[src/rtl/rv32_writeback_arbiter.sv]
// rv32_writeback_arbiter
// Merges results from NUM_SOURCES producers (ALU, load unit, mul/div, ...) into
// the single register-file write port. Every source has its own small FIFO; one
// non-empty FIFO is granted per cycle and its head becomes the registered
// write_request seen by rv32_register_file on the following negedge.
//
// Parameters:
//   NUM_SOURCES  number of result producers (2..8)
//   FIFO_DEPTH   entries per source FIFO (power of two, >= 2)
//
// Ports:
//   clk            core clock, all state on posedge
//   rst            asynchronous, active-high reset
//   src_valid      per-source result present
//   src_ready      per-source FIFO can accept (registered count only)
//   src_id         per-source destination register
//   src_data       per-source result word
//   write_request  registered {write, id, data} to the register file
//   busy           any source FIFO non-empty
//
// Configuration macro:
//   RV32_WB_ROUND_ROBIN_EN  defined   -> round-robin arbitration
//                           undefined -> fixed priority, lowest index wins

package rv32_writeback_arbiter_pkg;
    typedef logic [4:0]  rv_reg_id_t;
    typedef logic [31:0] rv32_word;

    typedef struct packed {
        logic       write;
        rv_reg_id_t id;
        rv32_word   data;
    } register_write_request_t;
endpackage

module rv32_writeback_arbiter
    import rv32_writeback_arbiter_pkg::*;
#(
    parameter int NUM_SOURCES = 3,
    parameter int FIFO_DEPTH  = 2
) (
    input  logic                         clk,
    input  logic                         rst,
    input  logic       [NUM_SOURCES-1:0] src_valid,
    output logic       [NUM_SOURCES-1:0] src_ready,
    input  rv_reg_id_t [NUM_SOURCES-1:0] src_id,
    input  rv32_word   [NUM_SOURCES-1:0] src_data,
    output register_write_request_t      write_request,
    output logic                         busy
);

    localparam int PTR_W = $clog2(FIFO_DEPTH);
    localparam int CNT_W = PTR_W + 1;
    localparam int SRC_W = $clog2(NUM_SOURCES);
    localparam logic [CNT_W-1:0] FULL_CNT = CNT_W'(FIFO_DEPTH);

    typedef struct packed {
        rv_reg_id_t id;
        rv32_word   data;
    } wb_entry_t;

    logic [NUM_SOURCES-1:0][PTR_W-1:0] rd_ptr_q, rd_ptr_d;
    logic [NUM_SOURCES-1:0][PTR_W-1:0] wr_ptr_q, wr_ptr_d;
    logic [NUM_SOURCES-1:0][CNT_W-1:0] count_q, count_d;
    wb_entry_t                         mem_q [NUM_SOURCES][FIFO_DEPTH];
    wb_entry_t                         mem_d [NUM_SOURCES][FIFO_DEPTH];

    // Holds src_ready low through reset and opens it on the first posedge after release.
    logic ready_en_q, ready_en_d;

    register_write_request_t write_request_q, write_request_d;

    logic [NUM_SOURCES-1:0] nonempty;
    logic [NUM_SOURCES-1:0] push;
    logic [NUM_SOURCES-1:0] pop;
    logic                   grant_valid;
    logic [SRC_W-1:0]       grant_idx;
    logic [SRC_W-1:0]       search_base;
    wb_entry_t              head;

    assign ready_en_d = 1'b1;

    // Handshake and push qualification; x0 results finish the handshake but are
    // never stored, since writes to x0 have no architectural effect.
    always_comb begin
        nonempty  = '0;
        src_ready = '0;
        push      = '0;
        for (int i = 0; i < NUM_SOURCES; i++) begin
            nonempty[i]  = (count_q[i] != '0);
            src_ready[i] = ready_en_q && (count_q[i] != FULL_CNT);
            push[i]      = src_valid[i] && src_ready[i] && (src_id[i] != '0);
        end
    end

`ifdef RV32_WB_ROUND_ROBIN_EN
    logic [SRC_W-1:0] rr_ptr_q, rr_ptr_d;

    // Round-robin pointer moves just past the last winner; idle cycles leave it alone.
    always_comb begin
        rr_ptr_d = rr_ptr_q;
        if (grant_valid) begin
            if (grant_idx == SRC_W'(NUM_SOURCES - 1)) begin
                rr_ptr_d = '0;
            end else begin
                rr_ptr_d = grant_idx + SRC_W'(1);
            end
        end
    end

    always_ff @(posedge clk or posedge rst) begin
        if (rst) begin
            rr_ptr_q <= '0;
        end else begin
            rr_ptr_q <= rr_ptr_d;
        end
    end

    assign search_base = rr_ptr_q;
`else
    assign search_base = '0;
`endif

    // Scan sources starting at search_base, wrapping; first non-empty FIFO wins.
    // With a zero base this is plain lowest-index-first priority.
    always_comb begin
        int cand;
        cand        = 0;
        grant_valid = 1'b0;
        grant_idx   = '0;
        for (int k = 0; k < NUM_SOURCES; k++) begin
            cand = (int'(search_base) + k) % NUM_SOURCES;
            if (!grant_valid && nonempty[cand]) begin
                grant_valid = 1'b1;
                grant_idx   = SRC_W'(cand);
            end
        end
    end

    // FIFO bookkeeping; push and pop in the same cycle leave the count unchanged.
    always_comb begin
        rd_ptr_d = rd_ptr_q;
        wr_ptr_d = wr_ptr_q;
        count_d  = count_q;
        mem_d    = mem_q;
        pop      = '0;
        for (int i = 0; i < NUM_SOURCES; i++) begin
            pop[i] = grant_valid && (grant_idx == SRC_W'(i));
            if (push[i]) begin
                mem_d[i][wr_ptr_q[i]] = '{id: src_id[i], data: src_data[i]};
                wr_ptr_d[i]           = wr_ptr_q[i] + PTR_W'(1);
            end
            if (pop[i]) begin
                rd_ptr_d[i] = rd_ptr_q[i] + PTR_W'(1);
            end
            case ({push[i], pop[i]})
                2'b10:   count_d[i] = count_q[i] + CNT_W'(1);
                2'b01:   count_d[i] = count_q[i] - CNT_W'(1);
                default: count_d[i] = count_q[i];
            endcase
        end
    end

    // Winner's head goes straight into the registered write port.
    always_comb begin
        head            = mem_q[grant_idx][rd_ptr_q[grant_idx]];
        write_request_d = '0;
        if (grant_valid) begin
            write_request_d = '{write: 1'b1, id: head.id, data: head.data};
        end
    end

    always_ff @(posedge clk or posedge rst) begin
        if (rst) begin
            rd_ptr_q        <= '0;
            wr_ptr_q        <= '0;
            count_q         <= '0;
            ready_en_q      <= 1'b0;
            write_request_q <= '0;
        end else begin
            rd_ptr_q        <= rd_ptr_d;
            wr_ptr_q        <= wr_ptr_d;
            count_q         <= count_d;
            ready_en_q      <= ready_en_d;
            write_request_q <= write_request_d;
        end
    end

    // Storage needs no reset: cleared counts make stale entries unreachable.
    always_ff @(posedge clk) begin
        mem_q <= mem_d;
    end

    assign write_request = write_request_q;
    assign busy          = |nonempty;

endmodule

[config.mk]
export PLATFORM = sky130hd
export DESIGN_NAME = rv32_writeback_arbiter
export DESIGN_NICKNAME = d
export VERILOG_FILES = /design/src/rtl/rv32_writeback_arbiter.sv
export SDC_FILE = /design/constraint.sdc
export NUM_CORES = 1
export LEC_CHECK = 0
export CORE_MARGIN = 2
export CORE_UTILIZATION = 45
export CTS_CLUSTER_SIZE = 20
export DETAILED_ROUTE_END_ITERATION = 16
export PLACE_DENSITY = 0.72
export REMOVE_ABC_BUFFERS = 1
export SYNTH_ARGS = -nofsm -noshare
export SYNTH_HDL_FRONTEND = slang
export SYNTH_SLANG_ARGS = --single-unit
export TNS_END_PERCENT = 20
[constraint.sdc]
create_clock -name clk -period 3.7 [get_ports clk]
set_clock_uncertainty 0.15 [all_clocks]
set_input_delay 0.74 -clock clk [delete_from_list [all_inputs] [get_ports clk]]
set_output_delay 0.74 -clock clk [all_outputs]
set_load 0.02 [all_outputs]
### After elaboration in Yosys (flattened, before gate mapping)

Index checks and enable logic that the tools add are counted.

| word-level totals | value |
|---|---|
| output and inout bits | 42 |
| word-level logic and storage cells | 118 |
| bits in registers | 273 |

| cells by class | value |
|---|---|
| bitwise gates (word level) | 5 |
| equal/unequal tests | 11 |
| order comparisons | 9 |
| mux-type cells | 26 |
| $add $sub $neg | 12 |
| reductions and logical operators | 30 |

Operators by type and width:

| kind | count |
|---|---|
| bitwise mux 74 bit | 3 |
| 2-to-1 mux 37 bit | 6 |
| binary-select mux 74 bit (select 2 bit) | 1 |
| 2-to-1 mux 74 bit | 2 |
| demux 37 bit (select 1 bit) | 3 |
| 2-to-1 mux 38 bit | 1 |
| logical AND 1 bit | 17 |
| nonzero test 5 bit | 3 |
| one-hot mux 2 bit (2 select lines) | 3 |
| nonzero test 2 bit | 6 |
| equality test 2 x 1 -> 1 bit, second input constant | 4 |
| equality test 2 bit, second input constant | 4 |
| greater-or-equal comparator 2 bit, second input constant | 4 |
| NOT 1 -> 2 bit | 4 |
| adder 1 bit, second input constant | 6 |
| adder 2 x 1 -> 2 bit, second input constant | 3 |
| less-than comparator 2 x 1 -> 1 bit, second input constant | 3 |
| inequality test 2 bit, second input constant | 3 |
| subtractor 2 x 1 -> 2 bit, second input constant | 3 |
| 2-to-1 mux 1 bit | 5 |
| greater-or-equal comparator 3 bit, second input constant | 1 |
| less-than comparator 2 x 3 -> 1 bit, second input constant | 1 |
| NOT 2 -> 3 bit | 1 |
| OR reduction 3 bit | 1 |
| other kinds (4) | 5 |

### Longest topological paths before layout

Gate-level depths: netlist of the first run.

| logic depth | value |
|---|---|
| depth after elaboration | 16 |
| mapped depth | 10 |
| mapped depth without buffers | 9 |

### Worst setup path after synthesis of the first run

No wires, ideal clock.

| timing | value |
|---|---|
| kind | reg2reg |
| from | register count_q[0] (netlist bit) |
| to | register mem_q[185] (netlist bit), enable pin |
| data arrival time | 3.153 ns |
| data required time | 3.114 ns |
| path slack | -0.038 ns |
| setup time | 0.436 ns |
| cell stages (with the launch flop) | 6 |
| period minus slack after synthesis | 3.738 ns |
| cells stage by stage | dfrtp_1 > inv_1 > a21boi_0 > nand2_1 > a21oi_1 > nor2b_1 |

| on the way | value |
|---|---|
| word-level cells in the longest chain between the ends | 4 |

RTL lines:

| what | line | source |
|---|---|---|
| start: declaration | 64 | `logic [NUM_SOURCES-1:0][CNT_W-1:0] count_q, count_d;` |
| start signal: assignment | 183 | `count_q <= count_d;` |
| inequality test 2 bit | 91 | `src_ready[i] = ready_en_q && (count_q[i] != FULL_CNT);` |
| logical AND 1 bit | 91 |  |
| named net src_ready[0] | 45 | `output logic [NUM_SOURCES-1:0] src_ready,` |
| logical AND 1 bit (2 in series) | 92 | `push[i] = src_valid[i] && src_ready[i] && (src_id[i] != '0);` |
| end signal: assignment | 191 | `mem_q <= mem_d;` |
| end: declaration | 65 | `wb_entry_t mem_q [NUM_SOURCES][FIFO_DEPTH];` |

The timed path passes the listed nets, and every way through them passes these cells.
A chain may end at the register's enable or synchronous reset.

### Worst setup path in the final report of the first run

| timing | value |
|---|---|
| from | register count_q[2] (netlist bit) |
| to | output busy |

| on the way | value |
|---|---|
| word-level cells in the longest chain between the ends | 2 |

RTL lines:

| what | line | source |
|---|---|---|
| nonzero test 2 bit | 90 | `nonempty[i] = (count_q[i] != '0);` |
| OR reduction 3 bit | 195 | `assign busy = \|nonempty;` |
| end: declaration | 49 | `output logic busy` |

No other way between the ends.

==> metrics.txt, run 1 <==
outcome finished, final reports clean; final weighted congestion in routability-driven placement 0.7811; final setup violating endpoints 0; total of buffers placed on input and output ports 157; clock slew at the register clock pins of the worst setup and hold paths 0.06 ns; biggest area contributors in the synthesized netlist edfxtp_1, dfrtp_1, a311oi_2; critical-path cell with the highest stage delay clkdlybuf4s50_1; count of boundary I/O pins 158; share of synthesized registers carrying an async set or reset 18.68%; element type at the critical path end output pin; power share of the sequential group 39.5%; achievable clock frequency 332.0 MHz; final slew viol count 0; clock share of power 24.4%; crit-path max FO 5; Yosys cell types 32; Peak supply drop 0.4983 mV; average cell area after synthesis 14.81 um^2; instance count of the mapped netlist 722; vias in the first global route 6548; count of H-tree levels built during CTS 1; unrepaired setup endpoints after global routing no; NumNets Final 996; relative area change from synthesis to final layout 26.33%; die height 158.1 um; power spent charging and discharging nets 3.573 mW; # clock sinks 273; maxcap violations 0; Critical Path AT 2.12 ns; flip-flop and latch count after synthesis 273; cts repair resizes 0; sum of routed wire length over all layers 24310 um; leading post-synthesis cells by instance count edfxtp_1, nor2_1, nand2_1; detailed placer's ending HPWL 15040 um; die outline width 158.1 um; Post-route DRC 0; prevailing post-synth register cell edfxtp_1; worst setup path category reg -> out; effective utilization at floorplan 45.69%; number of warnings issued by yosys 0; area of the die 0.02501 mm^2; diodes inserted 0; Worst EP required 2.81 ns; Tcrit/Tclk final 81.40%; fraction of the core area covered by cells at the end of the flow 57.71%; overall track demand over capacity in global routing 19.65%; antenna violations before repair 0; global-route wire length before repair 36450 um; critical path cell sequence nor4_4 -> nand2b_2 -> clkdlybuf4s50_1; number of buffers on the longest clock path 3; Leak 4.547 nW; first-pass detailed-route iteration total 5; Internal Dissipation 7.031 mW; overall via count from detail_route 6561; library cell used as clock root buffer clkbuf_16; number of buffers inserted during clock tree synthesis 27; most repeated cell in the gate-level netlist after synthesis edfxtp_1; switch share 33.70%; area of the placeable core 0.02340 mm^2; pwr dens 785.1 mW/mm^2; worst-case headroom to the max-slew limit 47.46%; Comb power frac 36.1%; number of hold-slack violations in the final timing report 0; hold crit path type reg -> reg; Post-CTS Hold Fix Bufs 0; layout cell share with drive strength beyond 1 12.25%; post-detailed-route wirelength per cell 19.98 um; top cell type by total area after synthesis edfxtp_1; Critical Path Start Type register; worst slack at placement 0.7486 ns; clock latency on the worst-skew pair 0.53 ns; Mapped Area 0.01069 mm^2; violation count after the first detailed-route iteration 439; share of the synthesized area in the top cell type 62.35%; count of standard-cell rows 56; post-layout minimum cycle time 3.012 ns; # Post-CTS Setup Buffers 0; Max stage delay on crit path 0.56 ns; worst-case setup margin in the final layout 0.6883 ns; total overflow reported by the global router 0; actual transition at the worst max-transition pin 0.7881 ns; number of flops mapped to enable cells by yosys 222; largest net degree at the start of global routing 61; clock tree from TritonCTS yes; share of synthesized area occupied by flip-flops and latches 74.29%; remaining antenna violation count after routing 0; via/cell ratio 5.391
## power groups by stage
stage / logic, mW / registers (mW) / clock network (mW)
2_1_floorplan: 2.10 / 4.47 / 0
4_1_cts: 3.86 / 4.19 / 2.63
6_report: 3.83 / 4.19 / 2.59
3_3_place_gp: 3.78 / 4.24 / 0
3_5_place_dp: 3.84 / 4.25 / 0
5_1_grt: 4.15 / 4.25 / 2.77
## cell families (layout without fill, tap and decap cells)
| family | count (synthesis) | after routing | synth area share, % |
|---|---|---|---|
| DFF | 273 | 273 | 74.29 |
| AOI/OAI and AO/OA | 194 | 194 | 14.59 |
| and+or+nand+nor | 175 | 175 | 6.659 |
| buffers and inverters | 61 | 237 | 2.844 |
| xor gates and xnor gates | 15 | 15 | 1.229 |
| adders and majority gates | 3 | 3 | 0.3511 |
| other | 1 | 1 | 0.03507 |
## metrics by stage
stage	TNS, ns	hold WS, ns	std cells	power [mW]	area [um^2]
2_1_floorplan	-70.30	0.2920	671	6.572	10430
3_5_place_dp	0	0.3087	1167	8.096	12660
6_report	0	0.3179	1217	10.60	13510
4_1_cts	0	0.3202	1217	10.69	13510
5_1_grt	0	0.3452	1217	11.16	13510
3_3_place_gp	0	0.3060	1167	8.020	12660
## cell usage in the layout, fill, tap and decap left out, types with 4 or more instances in the layout
master,count
a311oi_1,44
a311oi_2,30
buf_12,5
buf_4,15
clkbuf_1,4
clkbuf_16,27
clkdlybuf4s50_1,157
clkinv_1,4
clkinv_2,9
dfrtp_1,51
edfxtp_1,222
inv_1,8
nand2_1,77
nor2_1,80
o21a_1,37
o21ai_0,74
xnor2_1,8
xor2_1,7
## final timing paths
kind	slack [ns]	from	depth (start not counted)	endpoint
worst max-delay path	0.69	count_q[2]	3	busy
max in group asynchronous	2.15	rst	3	wr_ptr_q[1]
min in group asynchronous	0.52	rst	2	write_request[13]
worst max register to register	1.01	count_q[0]	6	write_request[5]
worst min-delay path	0.32	rd_ptr_q[1]	1	rd_ptr_q[1]
worst min register to register	0.32	rd_ptr_q[1]	1	rd_ptr_q[1]
## critical path: cells and delay by family, from the launching register on
kind | cells | cell delay (ns)
and+or+nand+nor | 2 | 0.56
buffers and inverters | 1 | 0.56
DFF | 1 | 0.49
## cell type report
type / instances / area, um^2
clock buffers: 31 / 690.7
clock inverters: 19 / 152.6
fillers: 1896 / 9896
inverters: 10 / 37.54
multi-input cells: 388 / 2500
flip-flops and latches: 273 / 7943
well taps: 319 / 399.1
repair buffers: 177 / 1784
## state kept, by name (all words and copies together) (netlist names)
signal         cells
mem_q            222
write_request     38
count_q            6
rd_ptr_q           3
wr_ptr_q           3
ready_en_q         1
## routing by layer
layer / wire (um) / GRT usage (%)
met4: 566 / 6.864
met1: 9514 / 25.57
met2: 12370 / 33.56
met5: 0 / 0
met3: 1860 / 3.258
Power figures use the tool's default switching activity.
==> run 2: changes to the inputs <==
Clock period 3.7 ns to 2.8 ns, I/O delays scaled along.
==> run 2 against run 1 <==
Core utilization rose by 0.67 points; global-route usage rose by 1.3 points; cell count rose by 0.74%; clock-buffer cell count rose by 11; critical path depth did not move; sequential power rose by 33%; register-to-register slack got worse by 0.76 ns; via count rose by 2.0%; first-iteration DRC count rose by 15%; flip-flop and latch count did not move; non-clock buffer count rose by 5; highest routed layer unchanged.
==> metrics.txt, run 2 (synthesis results as in run 1) <==
outcome finished, final reports clean; final setup violating endpoints 0; pwr dens 1041 mW/mm^2; crit-path max FO 5; routed wl met2 13230 um; # clock sinks 273; post-layout minimum cycle time 2.624 ns; achievable clock frequency 381.1 MHz; global-route wire length before repair 38890 um; worst setup path category reg -> out; area of the placeable core 0.02340 mm^2; sum of routed wire segments on met1 10370 um; maxcap violations 0; number of flip-flops in the largest register 222; number of buffers inserted during clock tree synthesis 28; Critical Path AT 1.91 ns; Peak supply drop 0.7134 mV; via/cell ratio 5.457; violation count after the first detailed-route iteration 503; end of the worst register-to-register path write_request[13]; layout cell share with drive strength beyond 1 12.82%; Critical Path Start Type register; element type at the critical path end output pin; Post-route DRC 0; count of standard-cell rows 56; clock slew at the register clock pins of the worst setup and hold paths 0.06 ns; effective utilization at floorplan 45.69%; number of hold-slack violations in the final timing report 0; Leak 4.637 nW; post-detailed-route wirelength per cell 21.16 um; unrepaired setup endpoints after global routing no; die height 158.1 um; count of H-tree levels built during CTS 1; sum of routed wire length over all layers 25940 um; worst-case headroom to the max-slew limit 52.79%; remaining antenna violation count after routing 0; vias in the first global route 6957; Final Instance Area 0.01366 mm^2; most common cell after layout, fill and taps aside edfxtp_1; largest net degree at the start of global routing 100; tightest hold margin 0.2569 ns; library cell used as clock root buffer clkbuf_16; number of buffers on the longest clock path 3; worst slack at placement 0.1489 ns; actual transition at the worst max-transition pin 0.7081 ns; detailed placer's ending HPWL 15960 um; antenna violations before repair 2; hold crit path type in -> async; clock latency on the worst-skew pair 0.54 ns; final weighted congestion in routability-driven placement 0.7746; flop-to-flop setup slack 0.25 ns; Post-CTS Hold Fix Bufs 0; total of buffers placed on input and output ports 157; first-pass detailed-route iteration total 4; clock tree from TritonCTS yes; Cell Area, Placed 0.01278 mm^2; final slew viol count 0; area of the die 0.02501 mm^2; launching point of the worst reg2reg path count_q[4]; met3 WL 1699 um; overall via count from detail_route 6690; relative area change from synthesis to final layout 27.79%; highest routing layer actually used met4; Worst EP required 2.09 ns; worst-case setup margin in the final layout 0.1760 ns; Reg with most FFs mem_q; most frequent cells in the layout edfxtp_1, clkdlybuf4s50_1, nor2_1; NumNets Final 1002; count of boundary I/O pins 158; die outline width 158.1 um; total overflow reported by the global router 0; overall track demand over capacity in global routing 20.95%; Register-to-Register Path Depth 6; Tcrit/Tclk final 93.71%
[run 2: cell count changes in the layout (fill, tap and decap cells not counted), sizes merged]
cell,previous run,this run
clkinvlp,2,0
clkinv,13,8
dlygate4sd2,0,3
buf,20,25
clkbuf,31,42
bufinv,2,0
clkdlybuf4s50,157,153
dlymetal6s2s,0,1
diode,0,2
[run 2: power breakdown]
part	internal [mW]	total [mW]	switching, mW
Clock	2.03	3.49	1.46
Combinational	2.16	5.14	2.98
Sequential	5.25	5.59	0.340
Total	9.44	14.2	4.78
[run 2: how the worst max path moves through the flow]
| stage | start | endpoint | slack [ns] | cells past startpoint |
|---|---|---|---|---|
| after CTS | count_q[4] | src_ready[2] | 0.03 | 3 |
| after global placement | src_id[11] | mem_q[71] | 0.15 | 5 |
| after floorplan | count_q[4] | write_request[0] | -2.69 | 5 |
| final | count_q[0] | busy | 0.18 | 3 |
| after detailed placement | src_id[13] | mem_q[71] | 0.15 | 5 |
| after global routing | count_q[4] | write_request[18] | 0.08 | 6 |
[run 2: timing repair]
action | in CTS | in global routing
setup buffers | 0 | 0
endpoints found under the setup margin | 4 | 6
gates resized for setup | 6 | 2
pin swaps | 1 | 0
[run 2: final cells by class]
class	count	area (um^2)
fillers	1853	9739
flip-flops and latches	273	7943
multi-input cells	388	2500
repair buffers	182	1899
clock buffers	42	824.5
well taps	319	399.1
clock inverters	10	55.05
inverters	10	37.54
diodes	2	5.005
[run 2: through the flow]
| stage | util, % | setup TNS [ns] | cells | power (mW) |
|---|---|---|---|---|
| finish | 58.38 | 0 | 1226 | 14.22 |
| global route | 58.38 | 0 | 1226 | 14.94 |
| global placement | 54.59 | 0 | 1172 | 10.71 |
| CTS | 58.34 | 0 | 1224 | 14.34 |
| floorplan | - | -217.06 | 671 | 8.684 |
| detailed placement | 54.59 | 0 | 1172 | 10.84 |
[run 2: worst max-delay path: stages, from the launching register on]
cell and delay (ns):
dfrtp_1 0.48, nor4_4 0.41, nand2b_2 0.15, dlygate4sd2_1 0.35
[run 2: routing by layer]
layer,global-route usage (%),vias to the layer above
met5,0,-
met4,6.950,0
met3,3.340,41
met2,36.58,261
met1,26.79,3343
li1,-,3045
